## config.mk

```make
export PLATFORM = sky130hd
export DESIGN_NAME = if_fetch_unit
export DESIGN_NICKNAME = d
export VERILOG_FILES = /design/src/rtl/if_fetch_unit_pkg.sv /design/src/rtl/if_fetch_unit_queue.sv /design/src/rtl/if_fetch_unit.sv
export SDC_FILE = /design/constraint.sdc
export NUM_CORES = 1
export LEC_CHECK = 0
export ABC_AREA = 1
export CORE_AREA = 2 2 192 194
export CTS_BUF_LIST = sky130_fd_sc_hd__clkbuf_2 sky130_fd_sc_hd__clkbuf_4 sky130_fd_sc_hd__clkbuf_8
export CTS_CLUSTER_DIAMETER = 100
export DETAILED_ROUTE_END_ITERATION = 10
export DIE_AREA = 0 0 194 196
export RECOVER_POWER = 100
export REMOVE_ABC_BUFFERS = 1
export SLEW_MARGIN = 30
export SYNTH_ARGS = -nofsm -noshare
export SYNTH_HDL_FRONTEND = slang
export SYNTH_SLANG_ARGS = --single-unit
```

## constraint.sdc

```tcl
create_clock -name i_clk -period 15.8 [get_ports i_clk]
set_input_delay 2.37 -clock i_clk [delete_from_list [all_inputs] [get_ports i_clk]]
set_output_delay 2.37 -clock i_clk [all_outputs]
set_load 0.1 [all_outputs]
```

## src/rtl/if_fetch_unit_pkg.sv

```systemverilog
// if_fetch_unit_pkg: bus widths, chip-enable levels, queue depth and FSM state type shared by the fetch stage.
package if_fetch_unit_pkg;
  localparam int INST_ADDR_BUS = 32;
  localparam int INST_BUS = 32;
  localparam logic [31:0] ZERO_WORD = 32'h0000_0000;
  localparam logic CHIP_ENABLE = 1'b1;
  localparam logic CHIP_DISABLE = 1'b0;
  localparam int IF_QDEPTH = 4;
  localparam int IF_QDEPTH_LOG2 = 2;
  typedef enum logic [1:0] {S_BOOT, S_FETCH, S_FULL} fetch_state_t;
  function automatic logic [31:0] align_word(input logic [31:0] a);
    return {a[31:2], 2'b00};
  endfunction
endpackage

```

## src/rtl/if_fetch_unit_queue.sv

```systemverilog
// if_queue: prefetch FIFO of {pc, inst} entries with flush; pointers carry one extra wrap bit.
module if_queue
  import if_fetch_unit_pkg::*;
#(
  parameter int DEPTH = IF_QDEPTH,
  parameter int AW = $clog2(DEPTH)
) (
  input  logic          i_clk,
  input  logic          i_rst_n,
  input  logic          i_push,
  input  logic          i_pop,
  input  logic          i_flush,
  input  logic [63:0]   i_wdata,
  output logic [63:0]   o_rdata,
  output logic [AW:0]   o_count,
  output logic          o_full,
  output logic          o_empty
);
  logic [63:0] r_mem [DEPTH];
  logic [AW:0] r_wr;
  logic [AW:0] r_rd;
  always_ff @(posedge i_clk or negedge i_rst_n) begin
    if (!i_rst_n) begin
      r_wr <= '0;
      r_rd <= '0;
    end else if (i_flush) begin
      r_wr <= '0;
      r_rd <= '0;
    end else begin
      if (i_push) r_wr <= r_wr + 1'b1;
      if (i_pop) r_rd <= r_rd + 1'b1;
    end
  end
  always_ff @(posedge i_clk) begin
    if (i_push && !i_flush) r_mem[r_wr[AW-1:0]] <= i_wdata;
  end
  assign o_count = r_wr - r_rd;
  assign o_full = o_count == (AW+1)'(DEPTH);
  assign o_empty = o_count == '0;
  assign o_rdata = r_mem[r_rd[AW-1:0]];
endmodule

```

## src/rtl/if_fetch_unit.sv

```systemverilog
// if_fetch_unit: owns the PC, drives the instruction ROM port and hands queued {pc, inst} pairs to IF/ID.
module if_fetch_unit
  import if_fetch_unit_pkg::*;
#(
  parameter int QDEPTH = IF_QDEPTH,
  parameter logic [31:0] RESET_PC = 32'h0000_0000
) (
  input  logic        i_clk,
  input  logic        i_rst_n,
  input  logic        i_redirect,
  input  logic [31:0] i_redirect_pc,
  output logic        o_rom_ce,
  output logic [31:0] o_rom_addr,
  input  logic [31:0] i_rom_inst,
  input  logic        i_rom_ack,
  input  logic        i_id_ready,
  output logic        o_if_valid,
  output logic [31:0] o_if_pc,
  output logic [31:0] o_if_inst
);
  localparam int QAW = $clog2(QDEPTH);
  localparam logic [QAW:0] Q_LAST = (QAW+1)'(QDEPTH - 1);
  fetch_state_t r_state;
  fetch_state_t w_next;
  logic [31:0] r_fetch_pc;
  logic [63:0] w_head;
  logic [QAW:0] w_count;
  logic w_push;
  logic w_pop;
  logic w_full;
  logic w_empty;
  assign o_rom_ce = (r_state == S_FETCH) ? CHIP_ENABLE : CHIP_DISABLE;
  assign o_rom_addr = r_fetch_pc;
  assign o_if_valid = !w_empty;
  assign o_if_pc = o_if_valid ? w_head[63:32] : ZERO_WORD;
  assign o_if_inst = o_if_valid ? w_head[31:0] : ZERO_WORD;
  // Redirect wins over both queue ports so a stale ack or pop in that cycle is dropped.
  assign w_push = o_rom_ce && i_rom_ack && !i_redirect && !w_full;
  assign w_pop = o_if_valid && i_id_ready && !i_redirect;
  always_comb begin
    w_next = r_state;
    case (r_state)
      S_BOOT: w_next = S_FETCH;
      S_FETCH: w_next = (w_push && !w_pop && w_count == Q_LAST) ? S_FULL : S_FETCH;
      S_FULL: w_next = w_pop ? S_FETCH : S_FULL;
      default: w_next = S_BOOT;
    endcase
    if (i_redirect && r_state != S_BOOT) w_next = S_FETCH;
  end
  always_ff @(posedge i_clk or negedge i_rst_n) begin
    if (!i_rst_n) r_state <= S_BOOT;
    else r_state <= w_next;
  end
  always_ff @(posedge i_clk or negedge i_rst_n) begin
    if (!i_rst_n) r_fetch_pc <= RESET_PC;
    else if (i_redirect) r_fetch_pc <= align_word(i_redirect_pc);
    else if (w_push) r_fetch_pc <= r_fetch_pc + 32'd4;
  end
  if_queue #(.DEPTH(QDEPTH), .AW(QAW)) u_queue (
    .i_clk  (i_clk),
    .i_rst_n(i_rst_n),
    .i_push (w_push),
    .i_pop  (w_pop),
    .i_flush(i_redirect),
    .i_wdata({r_fetch_pc, i_rom_inst}),
    .o_rdata(w_head),
    .o_count(w_count),
    .o_full (w_full),
    .o_empty(w_empty)
  );
endmodule

```

# Yosys cells after proc, flatten, opt, wreduce, memory -nomap -nowiden
# Memory sizes are Yosys's and may differ from the RTL's.
# Cells that the tools add are included.
# op_classes
n_addsub	4
n_reduce_logical	18
muxes	15
eq_ne	4
# ops
op	count
$mux 32	4
$add 32x3->32 const B	1
$mux 3	4
$logic_and 1x1->1	9
$add 3x1->3 const B	2
$mux 2	3
$pmux 2 s3	1
$reduce_bool 2->1	3
$logic_not 1->1	4
$eq 3x2->1 const B	1
$eq 3x3->1 const B	1
$logic_not 3->1	1
$mux 1	3
$sub 3x3->3	1
$eq 2x1->1 const B	1
$eq 2x2->1 const B	1
$logic_not 2->1	1
# word_totals
regBits	40
elab_cells	46
mem_count	1
ram_bits	256
output_inout_bits	98
inputBits	69
# memory_table
name	words	word_bits	rd	rd_ports_with_merged_regs	write_ports	line_no	source
u_queue.r_mem	4	64	1	0	1	if_fetch_unit_queue.sv:19	logic [63:0] r_mem [DEPTH];

# Logic depth before layout (Yosys ltp)
# logic_depth
ltp_word	11
ltp_mapped	13
mapped_depth_nobuf	11

# Modules after synthesis
# A second synthesis with hierarchy kept.
# hier_totals
hier_cells	1291
area_unflattened_um2	13884.6
# modules_own_cells
mod	area_per_inst_um2	cells_each	seq_area_each_um2	instances
if_queue	11058.1	809	7837.5	1
if_fetch_unit	2826.5	482	800.8	1

# Worst setup path before layout
# Ideal clock, no wire load.
# synth_path
kind	input-to-reg
start	input port i_redirect
end	memory u_queue.r_mem[0][0] (enable)
required_ps	15317
slack_ps	9706
arrival_ps	5611
path_buffers	3
setup_time_ps	483
cell_stages	6
cell_sequence	clkbuf_1 > nor2_1 > nand2_2 > buf_6 > buf_6 > nor2_1
# synth_between
elab_chain_len	6
# synth_lines
item	line_no	source
start, declared	if_fetch_unit.sv:10	input logic i_redirect,
$logic_not 1->1 (*)	if_fetch_unit_queue.sv:35, if_fetch_unit.sv:38	
$logic_and 1x1->1 (2 in series)	if_fetch_unit.sv:38	assign w_push = o_rom_ce && i_rom_ack && !i_redirect && !w_full;
$logic_and 1x1->1 (*)	if_fetch_unit_queue.sv:35	if (i_push && !i_flush) r_mem[r_wr[AW-1:0]] <= i_wdata;
$mux 1 (*)	if_fetch_unit_queue.sv:35	
$mux 1 (implied by the code) (*)	if_fetch_unit_queue.sv:35	
end, declared	if_fetch_unit_queue.sv:19	
# Mark *: on every way between the ends. The rest lies on a longest branch, timed or not.

# Worst setup path in the final report
# layout_path
start	register u_queue.r_rd[0]
end	output port o_if_pc[15]
# layout_between
elab_chain_len	3
word_cells_on_any_way	4
cone_classes	add/sub (1); mux (1); reduce/logical (1); memory (1)
# layout_lines
item	line_no	source
start, declared	if_fetch_unit_queue.sv:21	logic [AW:0] r_rd;
start signal, assigned	if_fetch_unit_queue.sv:31	if (i_pop) r_rd <= r_rd + 1'b1;
$sub 3x3->3	if_fetch_unit_queue.sv:37	assign o_count = r_wr - r_rd;
$logic_not 3->1	if_fetch_unit_queue.sv:39	assign o_empty = o_count == '0;
$mux 32 (*)	if_fetch_unit.sv:35	assign o_if_pc = o_if_valid ? w_head[63:32] : ZERO_WORD;
end, declared	if_fetch_unit.sv:18	output logic [31:0] o_if_pc,
# Marks and branches as above.

==> run metrics <==
Final Slew Violations=429; Critical Path AT=7.66 ns; Simple-Gate Fraction of Synth Area=16.54%; Root Buffer=clkbuf_8; RSZ-0062 raised after global routing=no; filler instances=3498; share of cells above drive strength 1=7.692%; crit end category=primary output; drt wl/cell=17.51 µm; fin crit period=10.03 ns; Synth Area in Adders=0.8640%; die height=196 µm; # resized after CTS=0; number of cell rows=70; largest net degree at the start of global routing=89; startpoint types=flip-flop; routed via count=8963; HP Start=u_queue.r_wr[2]$_DFFE_PN0N_; Storage cell area=8399 µm²; cell-by-cell trace of the critical path=ha_1 -> inv_1 -> fa_1 -> nand3b_1 -> nand3_1 -> clkbuf_1 -> nand2_1 -> inv_1 -> dlygate4sd3_1; worst-case clock buffer depth=3; wirelength, routed=32330 µm; DR vias/cell=4.855; clock latency on the worst-skew pair=0.58 ns; # Post-CTS Setup Buffers=0; Initial Util=34.51%; CTS Hold Bufs=0; grt total ovfl=0; FMAX=0.09968 GHz; Final GP Congestion=0.8824; CP max-delay cell=dfrtp_1; Synth cell types=30; Max-cap violations=12; Worst-Margin Slew=2.993 ns; Core Region=36080 µm²; Slew HR=-99.57%; H-tree depth=2; Setup violations, final=0; period utilization=63.49%; worst r2r dst=u_queue.r_mem[0][2]$_DFFE_PP_; IO buf count=160; r2r startpoint=u_queue.r_rd[0]$_DFFE_PN0P_; Sink Count=286; combinational family with the most area after synthesis=simple AND/OR/NAND/NOR gates; cts bufs inserted=49; cell area after synthesis=12450 µm²; status=finished, violations left; vias in the first global route=8689; Setup TNS=0 ns; complex-gate fraction of the synthesized area=8.600%; Synth Warn #=0; first-pass GRT wire length=49630 µm; Fin. Hold Viols=0; Min-Delay Path Class=flip-flop to flip-flop; Synth Area in XOR/XNOR=0.7736%; Routed Antenna Nets=0; first-pass detailed-route iteration total=4; I/O pins=167; Die Area=38020 µm²; ANT cells=0; Most common cell on crit path=inv_1; Initial DRC Count=472; critical-path maximum fanout=65; area of the multi-input gates=3344 µm²; Crit path largest cell delay=1.85 ns; Min-Delay Endpoint=u_queue.r_wr[2]$_DFFE_PN0N_; fin nets=1414; Worst Setup SP=u_queue.r_rd[0]$_DFFE_PN0P_; Hold Path Stages=2; Worst R2R Path Depth=8; failing checks=max-capacitance violations, max-slew violations; Reg clk slew, reported paths=0.06 ns; #FFs+latches synth=286; gr usage total=16.74%; cell count after synthesis=1176; crit path kind=flip-flop to primary output; dpl hpwl=18870 µm; multiplexer area fraction after synthesis=0%; initial antenna violation count=0; Post-route DRC=0; register-to-register setup slack=7.27 ns; Worst Clk Skew=0.02497 ns; CTS tree=done; register area share after synthesis=67.43%; P&R area growth vs syn=22.87%; Die W=194 µm; worst path required time=13.43 ns; syn avg cell area=10.59 µm²
## worst max-delay path by stage
stage / cells after the start / endpoint
CTS: 9 / o_if_pc[15]
floorplan: 7 / o_if_inst[0]
detailed placement: 9 / o_if_pc[15]
global route: 9 / o_if_pc[15]
finish: 9 / o_if_pc[15]
global placement: 8 / o_if_pc[15]
## worst max-delay path, delay by kind of cell (launching register included)
kind	cells	cell delay, ns
and+or+nand+nor	3	1.67
adders and majority gates	2	0.72
buffers and inverters	4	2.83
DFF	1	1.85
## cell usage in the layout, fill, tap and decap left out, drive strengths merged, types with 2 or more instances in the layout
cell type      Yosys  layout
edfxtp           248     248
clkinv             1      18
clkbuf            32      85
buf               34       7
nand4              2       2
xor2               7       7
inv              100     102
clkinvlp           0       2
conb               1       4
ha                 7       7
dfrtp             38      38
xnor2              4       4
or2                2       2
nor2             178     178
nand2            240     240
o21ai            134     134
clkdlybuf4s50      0      32
o22ai             62      62
nand3             82      82
dlygate4sd3        0     119
## cells by family (layout without fill, tap and decap cells)
logic type | count (synthesis) | count (layout)
adder cells (fa/ha/maj) | 8 | 8
other | 1 | 4
flip-flops | 286 | 286
XOR/XNOR | 11 | 11
AND/OR/NAND/NOR | 505 | 505
AO/OA/AOI/OAI | 198 | 198
buffers and inverters | 167 | 366
## state kept, by name, indices dropped and copies added (netlist names)
register	cells
o_rom_addr	30
u_queue.r_wr	3
r_state	2
u_queue.r_rd	3
u_queue.r_mem	248
## synthesized netlist by cell type (all sizes together)
| master | n | area share [%] |
|---|---|---|
| or2 | 2 | 0.10 |
| nand3 | 82 | 3.4 |
| nand2 | 240 | 7.3 |
| edfxtp | 248 | 60 |
| nor2 | 178 | 5.6 |
| o21a | 1 | 0.060 |
| dfrtp | 38 | 7.6 |
| fa | 1 | 0.16 |
| a21oi | 1 | 0.040 |
| xnor2 | 4 | 0.28 |
| clkbuf | 32 | 0.96 |
| o22ai | 62 | 3.1 |
| xor2 | 7 | 0.49 |
| nand3b | 1 | 0.060 |
| inv | 100 | 3.0 |
| buf | 34 | 1.8 |
| clkinv | 1 | 0.030 |
| o21ai | 134 | 5.4 |
| ha | 7 | 0.70 |
| conb | 1 | 0.030 |
| nand4 | 2 | 0.10 |
## cell type report
type | instances | share of cell area [%]
tap | 468 | 3.827
sequential | 286 | 54.89
multi-input combinational | 726 | 21.86
clock buffer | 70 | 5.519
inverter | 101 | 2.494
clock inverter | 22 | 0.8749
timing repair buffer | 173 | 10.54
## stage by stage
step	std cells	hold WS [ns]	area [µm²]	setup slack, ns	util (%)
2_1_floorplan	1113	0.5434	12130	7.844	-
3_3_place_gp	1752	0.5739	14440	9.213	40.01
3_5_place_dp	1753	0.5850	14430	9.486	40.00
4_1_cts	1845	0.5937	15410	8.853	42.71
5_1_grt	1846	0.6468	15300	5.115	42.41
6_report	1846	0.5983	15300	5.768	42.41
## metal layers
| metal | global-route usage (%) | vias to the layer above | routed length, µm |
|---|---|---|---|
| li1 | - | 4338 | - |
| met1 | 22.37 | 4337 | 14580 |
| met2 | 28.02 | 238 | 15390 |
| met3 | 3.129 | 50 | 1753 |
| met4 | 4.545 | 0 | 598 |
| met5 | 0 | - | 0 |
Power is left out: the tool's default activity adds up to more than one toggle a clock period on the data nets, which glitch-free logic cannot reach.
